<file path="src/rtl/xs_seq_tx.sv">
// Purpose : serial pattern transmitter; latches a parallel pattern on start and shifts it out MSB-first on xs.
// Latency : first bit on xs the cycle after start is sampled; done pulses one cycle after the last bit/gap.
// Backpressure: none; start is only honoured in IDLE, requests while busy or in DONE are dropped.
// Option  : define XS_TX_PARITY_EN to append an even-parity bit after every repetition.
module xs_seq_tx #(
    parameter int W    = 8,
    parameter int LENW = 4,
    parameter int REPW = 3
) (
    input  logic            clk,
    input  logic            reset,
    input  logic            start,
    input  logic [W-1:0]    pattern,
    input  logic [LENW-1:0] len,
    input  logic [REPW-1:0] reps,
    output logic            xs,
    output logic            busy,
    output logic            done
);

`ifdef XS_TX_PARITY_EN
    typedef enum logic [2:0] {S_IDLE, S_SEND, S_PAR, S_GAP, S_DONE} state_t;
`else
    typedef enum logic [2:0] {S_IDLE, S_SEND, S_GAP, S_DONE} state_t;
`endif

    state_t          r_state;
    state_t          w_state_nxt;
    logic [W-1:0]    r_pat;
    logic [W-1:0]    w_pat_nxt;
    logic [LENW-1:0] r_len;
    logic [LENW-1:0] w_len_nxt;
    logic [REPW-1:0] r_reps;
    logic [REPW-1:0] w_reps_nxt;
    logic [LENW-1:0] r_idx;
    logic [LENW-1:0] w_idx_nxt;
    logic            r_par;
    logic            w_par_nxt;
    logic            r_xs;
    logic            r_busy;
    logic            r_done;
    logic            w_xs_nxt;
    logic            w_busy_nxt;
    logic            w_done_nxt;

    logic [LENW-1:0] w_len_clamp;
    logic [W-1:0]    w_cur_sh;
    logic [W-1:0]    w_nxt_sh;
    logic            w_cur_bit;

    // Lengths beyond the pattern width are treated as the full width.
    assign w_len_clamp = (len > LENW'(W)) ? LENW'(W) : len;
    // Shifts instead of variable part-selects keep the index width independent of W.
    assign w_cur_sh    = r_pat >> r_idx;
    assign w_cur_bit   = w_cur_sh[0];
    assign w_nxt_sh    = w_pat_nxt >> w_idx_nxt;

    // Next-state logic; r_par accumulates the XOR of bits sent in the current repetition.
    always_comb begin
        w_state_nxt = r_state;
        w_pat_nxt   = r_pat;
        w_len_nxt   = r_len;
        w_reps_nxt  = r_reps;
        w_idx_nxt   = r_idx;
        w_par_nxt   = r_par;
        case (r_state)
            S_IDLE: begin
                if (start) begin
                    w_pat_nxt   = pattern;
                    w_len_nxt   = w_len_clamp;
                    w_reps_nxt  = reps;
                    w_idx_nxt   = w_len_clamp - LENW'(1);
                    w_par_nxt   = 1'b0;
                    w_state_nxt = (w_len_clamp == '0) ? S_DONE : S_SEND;
                end
            end
            S_SEND: begin
                w_par_nxt = r_par ^ w_cur_bit;
                if (r_idx == '0) begin
`ifdef XS_TX_PARITY_EN
                    w_state_nxt = S_PAR;
`else
                    w_state_nxt = (r_reps != '0) ? S_GAP : S_DONE;
`endif
                end else begin
                    w_idx_nxt = r_idx - LENW'(1);
                end
            end
`ifdef XS_TX_PARITY_EN
            S_PAR: begin
                w_state_nxt = (r_reps != '0) ? S_GAP : S_DONE;
            end
`endif
            S_GAP: begin
                w_reps_nxt  = r_reps - REPW'(1);
                w_idx_nxt   = r_len - LENW'(1);
                w_par_nxt   = 1'b0;
                w_state_nxt = S_SEND;
            end
            S_DONE: begin
                w_state_nxt = S_IDLE;
            end
            default: begin
                w_state_nxt = S_IDLE;
            end
        endcase
    end

    // Output values for the coming cycle, derived from the next state so outputs are pure flops.
    always_comb begin
        w_xs_nxt   = 1'b0;
        w_busy_nxt = 1'b0;
        w_done_nxt = 1'b0;
        case (w_state_nxt)
            S_SEND: begin
                w_xs_nxt   = w_nxt_sh[0];
                w_busy_nxt = 1'b1;
            end
`ifdef XS_TX_PARITY_EN
            S_PAR: begin
                w_xs_nxt   = w_par_nxt;
                w_busy_nxt = 1'b1;
            end
`endif
            S_GAP:   w_busy_nxt = 1'b1;
            S_DONE:  w_done_nxt = 1'b1;
            default: w_done_nxt = 1'b0;
        endcase
    end

    // State, latched request and registered outputs; reset wins over any transmission.
    always_ff @(posedge clk) begin
        if (reset) begin
            r_state <= S_IDLE;
            r_pat   <= '0;
            r_len   <= '0;
            r_reps  <= '0;
            r_idx   <= '0;
            r_par   <= 1'b0;
            r_xs    <= 1'b0;
            r_busy  <= 1'b0;
            r_done  <= 1'b0;
        end else begin
            r_state <= w_state_nxt;
            r_pat   <= w_pat_nxt;
            r_len   <= w_len_nxt;
            r_reps  <= w_reps_nxt;
            r_idx   <= w_idx_nxt;
            r_par   <= w_par_nxt;
            r_xs    <= w_xs_nxt;
            r_busy  <= w_busy_nxt;
            r_done  <= w_done_nxt;
        end
    end

    assign xs   = r_xs;
    assign busy = r_busy;
    assign done = r_done;

endmodule

</file>
<file path="config.mk">
export PLATFORM = sky130hd
export DESIGN_NAME = xs_seq_tx
export DESIGN_NICKNAME = d
export VERILOG_FILES = /design/src/rtl/xs_seq_tx.sv
export SDC_FILE = /design/constraint.sdc
export NUM_CORES = 1
export LEC_CHECK = 0
export CORE_UTILIZATION = 50
export CTS_BUF_LIST = sky130_fd_sc_hd__clkbuf_4 sky130_fd_sc_hd__clkbuf_8
export DETAILED_ROUTE_END_ITERATION = 10
export PLACE_DENSITY = 0.81
export SLEW_MARGIN = 10
export SYNTH_ARGS = -nofsm -noshare
export SYNTH_HDL_FRONTEND = slang
export SYNTH_SLANG_ARGS = --single-unit
</file>
<file path="constraint.sdc">
create_clock -name clk -period 5.1 [get_ports clk]
set_input_delay 0.51 -clock clk [delete_from_list [all_inputs] [get_ports clk]]
set_output_delay 0.51 -clock clk [all_outputs]
set_load 0.02 [all_outputs]
</file>
**Word-level counts from Yosys, hierarchy flattened**

Index checks and enable logic that the tools add are counted.

- Memories kept: 0
- Memory bits (read-only): 0
- Bits in latches: 0
- Flip-flop bits (word level): 25
- Logic and storage cells: 45
- RAM bits: 0
- Input bits: 18
- Output and inout bits: 3

- Div/mod/pow operators: 0
- Add/subtract/negate cells: 4
- $mul: 0
- Bitwise operators: 1
- Muxes and demuxes: 15
- Equal/unequal tests: 6
- Reduce and logical (&&, ||, !) cells: 9
- Order comparisons: 1
- Shift-type cells: 1

Operators by type and width:

| kind | number |
|---|---|
| two-way mux 8 bit | 2 |
| two-way mux 4 bit | 3 |
| case mux 4 bit (3 select lines) | 1 |
| subtractor 4 x 1 -> 4 bit (second input constant) | 3 |
| == test 3 x 2 -> 1 bit (second input constant) | 3 |
| two-way mux 3 bit | 3 |
| case mux 3 bit (3 select lines) | 1 |
| logical NOT 4 bit | 2 |
| right shift 8 x 4 -> 1 bit | 1 |
| == test 3 x 1 -> 1 bit (second input constant) | 2 |
| case mux 3 bit (2 select lines) | 1 |
| > comparator 4 bit (second input constant) | 1 |
| AND reduction 2 bit | 2 |
| OR reduction 2 bit | 2 |
| logical NOT 3 bit | 1 |
| two-way mux 1 bit | 3 |
| nonzero test 3 bit | 1 |
| subtractor 3 x 1 -> 3 bit (second input constant) | 1 |
| two-way mux 2 bit | 1 |
| != test 2 bit (second input constant) | 1 |
| nonzero test 2 bit | 1 |
| NOT 1 bit | 1 |

**Depth between registers and ports, before layout**

- Depth in word-level cells: 9
- Gate-level depth with buffers: 10
- Gate-level depth less buffers: 10

**Least setup slack after synthesis**

Ideal clock, no wire load.

- Path kind: input port to flip-flop
- Start point: input len[0]
- End point: register r_xs (netlist: xs)
- Slack: 2.847 ns
- Cell stages on the path: 10
- Arrival: 2.150 ns
- Library setup time: 0.103 ns
- Required time: 4.997 ns
- Path buffers: 0
- Path through: nor2b_1 -> inv_1 -> ha_1 -> nor3b_1 -> o21ai_0 -> nand3_1 -> nor2_1 -> a22oi_1 -> nand3_1 -> a2111oi_2

- Cells in the longest elaborated chain, start to end: 9
- Elaborated cells on any way between the ends: 13
- Classes of those cells: add/sub (1); order compare (1); eq/ne (1); shift (1); mux (6); bitwise (1); reduce/logical (2)

Ends and longest elaborated chain:

| element | RTL line | text |
|---|---|---|
| start, declared | 14 | `input logic [LENW-1:0] len,` |
| > comparator 4 bit | 52 | `assign w_len_clamp = (len > LENW'(W)) ? LENW'(W) : len;` |
| two-way mux 4 bit * | 52 |  |
| parallel branches: the longest is 7 deep, another holds subtractor 4 x 1 -> 4 bit | -- |  |
| end signal, assigned | 150 | `r_xs <= w_xs_nxt;` |
| end, declared | 39 | `logic r_xs;` |

Every way passes the cells marked *.
A chain may end at the register's enable or synchronous reset.

**Final worst setup path**

- Start point: register r_idx[0]
- End point: register r_xs (netlist: xs)

- Cells in the longest elaborated chain, start to end: 6
- Elaborated cells on any way between the ends: 11
- Classes of those cells: add/sub (1); eq/ne (1); shift (1); mux (5); bitwise (1); reduce/logical (2)

Ends and longest elaborated chain:

| element | RTL line | text |
|---|---|---|
| start, declared | 35 | `logic [LENW-1:0] r_idx;` |
| start signal, assigned | 148 | `r_idx <= w_idx_nxt;` |
| parallel branches: the longest is 6 deep, another holds subtractor 4 x 1 -> 4 bit | -- |  |

Parallel ways; which one is timed is not known.

==> results.txt <==
----------------------------------------------------
[Place]
  Post-placement setup slack ... 1.82 ns
  HPWL after detailed placement ... 2.33 mm
  Count of buffers from port buffering ... 20
  Weighted congestion reported at the end of routability-driven placement ... 0.901
  Post-placement cell count ... 219

[Routing]
  Number of routed nets with antenna violations ... 0
  Iteration-0 DRC count of the detailed router ... 48
  Average via count per standard cell ... 5.58
  Total via count after detailed routing ... 1245
  WL final ... 3.18 mm
  Routed length per instance ... 14.3 um
  Residual DRC ... 0
  Number of detailed-routing iterations run before antenna repair ... 4

[Timing]
  Hold Worst Slack ... 0.465 ns
  Post-layout minimum cycle time ... 3.13 ns
  Post-Route Skew ... 0.00206 ns
  Achievable clock frequency ... 0.319 GHz
  Total count of hold-check failures in the final report ... 0
  Final clock period utilization by the worst path ... 0.614
  Worst-case headroom to the max-slew limit ... 0.349
  Setup violation total in the final timing report ... 0
  Fin worst setup slack ... 1.97 ns
  Post-route setup TNS ... 0 ns
  Transition at the pin with the smallest max-transition slack ... 0.977 ns
  Unrepaired setup endpoints after global routing ... false
  Final Max Tran Viols ... 0

[Power and ir drop]
  Combinational fraction of design power ... 0.249
  Sequential fraction of design power ... 0.521
  Part of the power in the clock network ... 0.230
  Leakage power total ... 0.633 nW
  Switching part of the total power ... 0.315
  Switching Power ... 0.131 mW
  Peak supply drop ... 173 uV
  P per Cell Area ... 256 nW/um^2
  Internal cell power ... 0.284 mW

[Run]
  Reported max-cap violation count ... 0

[Cells and area]
  Fin nets ... 217
  Number of filler instances in the final layout ... 249
  Number of standard cells in the layout, taps in and fillers out ... 223
  Share of final-layout standard cells stronger than drive strength 1 ... 0.0570
  Synthesis-to-finish area growth ... 15.9%
  Total inserted antenna cells ... 0

[Yosys]
  Syn. warnings ... 0
  Mux share of post-synthesis cell area ... 0.0502
  Post-synthesis share of cell area spent on and, or, nand and nor gates ... 0.253
  Post-synthesis sequential area ratio ... 0.358
  Area share of fa/ha/maj cells after synthesis ... 0.0448
  Xor and xnor fraction of the mapped netlist area ... 0.0251
  Register bit total from synthesis ... 25
  Dominant combinational cell family by area after synthesis ... simple AND/OR/NAND/NOR gates
  Post-Synthesis Net Count ... 200
  Synth Instances ... 177
  Synthesized cell area ... 1400 sq um
  Synth Area in Compound Gates ... 0.204
  Synthesized area per cell ... 7.89 sq um
  Post-synthesis cell type count ... 41

[Die]
  Die W ... 54.8 um
  Rows ... 18
  Core outline area ... 2570 sq um
  I/O Pins ... 21
  Vertical die dimension ... 54.8 um
  Initial Util ... 0.544
  Total die area ... 3010 sq um

[CTS]
  TritonCTS Buffers ... 3
  Number of buffers inserted to repair setup after CTS ... 0
  Clock tree from TritonCTS ... built
  Max H-tree Level ... 1
  Maximum buffer depth of the clock tree ... 2
  Count of cells resized by post-cts repair ... 0
  Clock latency reported for the late side of the worst-skew pair ... 0.33 ns
  Clock transition at path regs ... 0.15 ns
  Library cell used as clock root buffer ... clkbuf_4
  Clock Sink Count ... 25
  Hold_buf cts ... 0

[Global routing]
  Residual overflow from global routing ... 0
  First-pass GRT wire length ... 4.96 mm
  Pin count of the biggest net entering global routing ... 23
  Vias in the first global route ... 1114
  Combined global-route utilization of all metal layers ... 0.233
  Antenna violations before repair ... 0

[Setup path]
  Data arrival time of the worst path ... 3.37 ns
  Maximum fanout count along the critical path ... 10
  Critical path endpoint category ... flip-flop
  Worst reg-to-reg setup slack ... 1.97 ns
  Worst setup SP type ... flip-flop
  Critical path type ... reg -> reg
  CP required ... 5.34 ns

[Outcome]
  Outcome ... complete, no violations

[Worst hold path]
  Class of the worst hold path ... reg -> reg

----------------------------------------------------
[metrics by stage]
stage                     total power [mW]  instance area (sq um)   util
after floorplan                      0.290                   1400      -
after global placement               0.318                   1590  0.619
after detailed placement             0.322                   1590  0.619
after CTS                            0.413                   1620  0.631
after global routing                 0.434                   1620  0.631
final                                0.415                   1620  0.631
[final cells by class]
class | count | area (sq um) | area share
Sequential cell | 25 | 500 | 0.309
Clock buffer | 3 | 22.5 | 0.0139
Inverter | 11 | 41.3 | 0.0255
Tap cell | 30 | 37.5 | 0.0232
Multi-Input combinational cell | 133 | 810 | 0.500
Clock inverter | 1 | 7.51 | 0.00464
Timing Repair Buffer | 20 | 200 | 0.124
[routing by layer]
layer  vias up  GRT usage  share of wire
met3         3     0.0250          0.034
li1        651          -              -
met4         0     0.0726         0.0060
met1       557      0.314           0.50
met2        34      0.384           0.46
met5         -          0              0
[flip-flops by register name, indices dropped and copies added (netlist names)]
| signal | count |
|---|---|
| r_reps | 3 |
| r_pat | 8 |
| xs | 1 |
| busy | 1 |
| r_len | 4 |
| r_idx | 4 |
| done | 1 |
| r_state | 3 |
[kinds of logic (layout without fill, tap and decap cells)]
group,Yosys count,after routing
simple gates,75,75
xor+xnor,4,4
other cells,1,1
buf+inv,19,35
compound gates,41,41
fa+ha+maj,5,5
mux,7,7
flops,25,25
[cells in the final DEF, fill, tap and decap left out, types with 4 or more instances in the layout]
cell and count:
a21oi_1 16, clkdlybuf4s50_1 20, ha_1 5, nand2_1 26, nand3_1 5, o21ai_0 4
nor3_1 4, mux2i_1 7, nor2b_1 5, nor2_1 20, inv_1 11, dfxtp_1 25
[power by group through the flow]
stage | combinational, mW | clock [mW] | sequential, mW
3_5_place_dp | 0.102 | 0 | 0.220
2_1_floorplan | 0.0727 | 0 | 0.218
3_3_place_gp | 0.0984 | 0 | 0.220
4_1_cts | 0.102 | 0.0951 | 0.216
5_1_grt | 0.113 | 0.103 | 0.218
6_report | 0.103 | 0.0954 | 0.216
[worst max-delay path: stages (launching register included)]
cell	delay, ns
dfxtp_1	0.36
inv_1	0.10
ha_1	0.20
nor3b_1	0.41
nor2_1	0.13
a221oi_2	0.84
mux2i_1	0.24
a221oi_2	0.33
o21ai_1	0.13
a2111oi_2	0.31
[synthesized netlist by cell type]
| library cell | count | area share |
|---|---|---|
| nor2_1 | 20 | 0.054 |
| dfxtp_1 | 25 | 0.36 |
| a311oi_1 | 1 | 0.0063 |
| o31ai_1 | 1 | 0.0054 |
| a221oi_1 | 1 | 0.0063 |
| o21ai_0 | 4 | 0.014 |
| or3b_4 | 1 | 0.0081 |
| inv_1 | 11 | 0.030 |
| clkbuf_1 | 6 | 0.016 |
| a31oi_1 | 1 | 0.0045 |
| mux2i_1 | 7 | 0.050 |
| nor3_1 | 4 | 0.014 |
| o32ai_1 | 1 | 0.0063 |
| buf_6 | 2 | 0.016 |
| a2111oi_2 | 1 | 0.011 |
| conb_1 | 1 | 0.0027 |
| a32oi_1 | 1 | 0.0063 |
| o22ai_1 | 2 | 0.0090 |
| nor2b_1 | 5 | 0.022 |
| a221oi_2 | 2 | 0.022 |
| xnor2_1 | 3 | 0.019 |
| o21ai_1 | 1 | 0.0036 |
| nand2_1 | 26 | 0.070 |
| nor3b_1 | 2 | 0.011 |
| o221ai_1 | 1 | 0.0063 |
| a211o_1 | 1 | 0.0063 |
| nand3b_1 | 1 | 0.0054 |
| a22oi_1 | 2 | 0.011 |
| or3_1 | 1 | 0.0045 |
| nand2b_1 | 3 | 0.013 |
| o221a_1 | 1 | 0.0081 |
| a21oi_1 | 16 | 0.057 |
| nand4_1 | 1 | 0.0045 |
| ha_1 | 5 | 0.045 |
| nand3_1 | 5 | 0.018 |
| a211oi_1 | 2 | 0.011 |
| nor4_1 | 2 | 0.0090 |
| or2_2 | 3 | 0.013 |
| xor2_1 | 1 | 0.0063 |
| a21o_1 | 2 | 0.011 |
| or4_1 | 1 | 0.0054 |
[final timing paths]
path,startpoint,endpoint,cells after the start
setup reg to reg,r_idx[0]$_SDFF_PP0_,xs$_SDFF_PP0_,9
setup / recovery,r_idx[0]$_SDFF_PP0_,xs$_SDFF_PP0_,9
hold reg to reg,r_pat[0]$_SDFF_PP0_,r_pat[0]$_SDFF_PP0_,2
hold / removal,r_pat[0]$_SDFF_PP0_,r_pat[0]$_SDFF_PP0_,2
No activity file was read; power rests on OpenSTA's default activity.
==> patch (config.mk and constraints unchanged) <==
The output `done` loses its register stage (`r_done` becomes a continuous assignment).
--- a/src/rtl/xs_seq_tx.sv
+++ b/src/rtl/xs_seq_tx.sv
@@ -140,5 +140,4 @@
             r_xs    <= 1'b0;
             r_busy  <= 1'b0;
-            r_done  <= 1'b0;
         end else begin
             r_state <= w_state_nxt;
@@ -150,7 +149,8 @@
             r_xs    <= w_xs_nxt;
             r_busy  <= w_busy_nxt;
-            r_done  <= w_done_nxt;
         end
     end
+
+    assign r_done = w_done_nxt;
 
     assign xs   = r_xs;
Check against the original RTL: not equivalent (Yosys sat finds a counterexample within 4 cycles, from zero or initial values and one cycle with reset high).
==> patch against the original RTL <==
Sequential cell count decreased by 1; worst setup slack worse by 190 ps; power grew 7.3%; wire length decreased by 14%; design area fell by 1.1%; via count down 9.2%; area after synthesis is 3.8% lower; non-clock buffer count up 1.
==> patch: results (changes against the original RTL) <==
CP.ARRIVAL_PS=2810  # -560 ps
GRT_MAX_DEGREE=24  # +4.3%
NET-SWITCHING-POWER_mW=0.120  # -8.0%
SEQ_AREA_FRAC_SYNTH_PCT=35.8  # -0.088 points
CPLARGESTDELAYFAMILY='simple AND/OR/NAND/NOR gates'
PLACEDINSTANCEAREA_SQ_MM=0.00155  # -2.5%
POST_SYNTH_MUX_AREA_SHARE_PCT=9.31  # +4.3 points
INTPOWER_mW=0.325  # +14%
GRT_FIRST_PASS_WIRELENGTH_UM=4370  # -12%
IRDROPWORSTVDD_uV=224  # +30%
WORST_HOLD_STARTPOINT='r_len[1]$_SDFFE_PP0P_'
STATUS='completed'
PWR.GROUP.COMBINATIONAL_mW=0.0944  # -8%
MET2_WIRELENGTH_UM=1390  # -4.1%
SYNTH.NET_COUNT=177  # -12%
YS_TOP_CELLS_BY_AREA='sky130_fd_sc_hd__dfxtp_1 (36%), sky130_fd_sc_hd__mux2i_1 (8.2%), sky130_fd_sc_hd__nor2_1 (7.0%)'
GROUTE.LAYER.MET1.USAGE_PCT=24.3  # -7.2 points
VIAS_PER_CELL=5.57  # -0.21%
NFILLCELLS=233  # -6.4%
DRT-INITIAL-DRC-COUNT=17  # -65%
DRIVE_GT1_SHARE_PCT=6.94  # +1.2 points
GRTUSAGEMET3_PCT=3.67  # +1.2 points
GRT_PASS1_VIAS=1016  # -8.8%
PLACE.DETAILED.HPWL_UM=2060  # -11%
TOTAL_TRACK_USAGE_PCT=21.6  # -1.7 points
SYNTHADDERAREAFRAC_PCT=4.66  # +0.18 points
FIN_WORST_HOLD_SLACK_PS=493  # +28.2 ps
CP_SLOWEST_CELL='sky130_fd_sc_hd__clkdlybuf4s50_1'
FINAL.SETUP_SKEW_PS=5.41  # +3.34 ps
CRITICAL_PATH_PEAK_FANOUT=5  # -5
SYNTH_COMPOUND_AREA_SHARE_PCT=17.1  # -3.3 points
SYNTH_AREA_PER_CELL_SQ_UM=8.73  # +11%
MAXIMUM_SINGLE_STAGE_DELAY_ON_THE_CRITICAL_PATH_PS=550  # -290 ps
SEQ_POWER_SHARE_PCT=46.9  # -5.2 points
FINAL_MIN_PERIOD_OVER_CLOCK_PERIOD_PCT=65.1  # +3.7 points
CP_CAPTURE_POINT='done'
GRTUSAGEMET2_PCT=38.3  # -0.082 points
MET3_LAYER_WIRE_LENGTH_IN_THE_ROUTED_DESIGN_UM=90  # -16%
SYNTHXORXNORAREAFRAC_PCT=2.61  # +0.098 points
MULTI_INPUT_COMB_AREA_SQ_UM=786  # -2.9%
-- patch: worst reg2reg max path, stage by stage (launching register included) --
cell and delay [ps]:
sky130_fd_sc_hd__dfxtp_1 480, sky130_fd_sc_hd__inv_1 70, sky130_fd_sc_hd__ha_1 250, sky130_fd_sc_hd__nor3b_1 190, sky130_fd_sc_hd__or2_1 310, sky130_fd_sc_hd__o211ai_4 290
sky130_fd_sc_hd__mux2_4 330, sky130_fd_sc_hd__or3_1 320, sky130_fd_sc_hd__a41oi_2 190
-- patch: cell type report --
| type | instances | area share, % |
|---|---|---|
| Clock inverter | 1 | 1.87 |
| Multi-Input combinational cell | 114 | 49.1 |
| Sequential cell | 24 | 30.0 |
| Timing Repair Buffer | 21 | 13.0 |
| Inverter | 10 | 2.34 |
| Tap cell | 30 | 2.34 |
| Clock buffer | 3 | 1.41 |
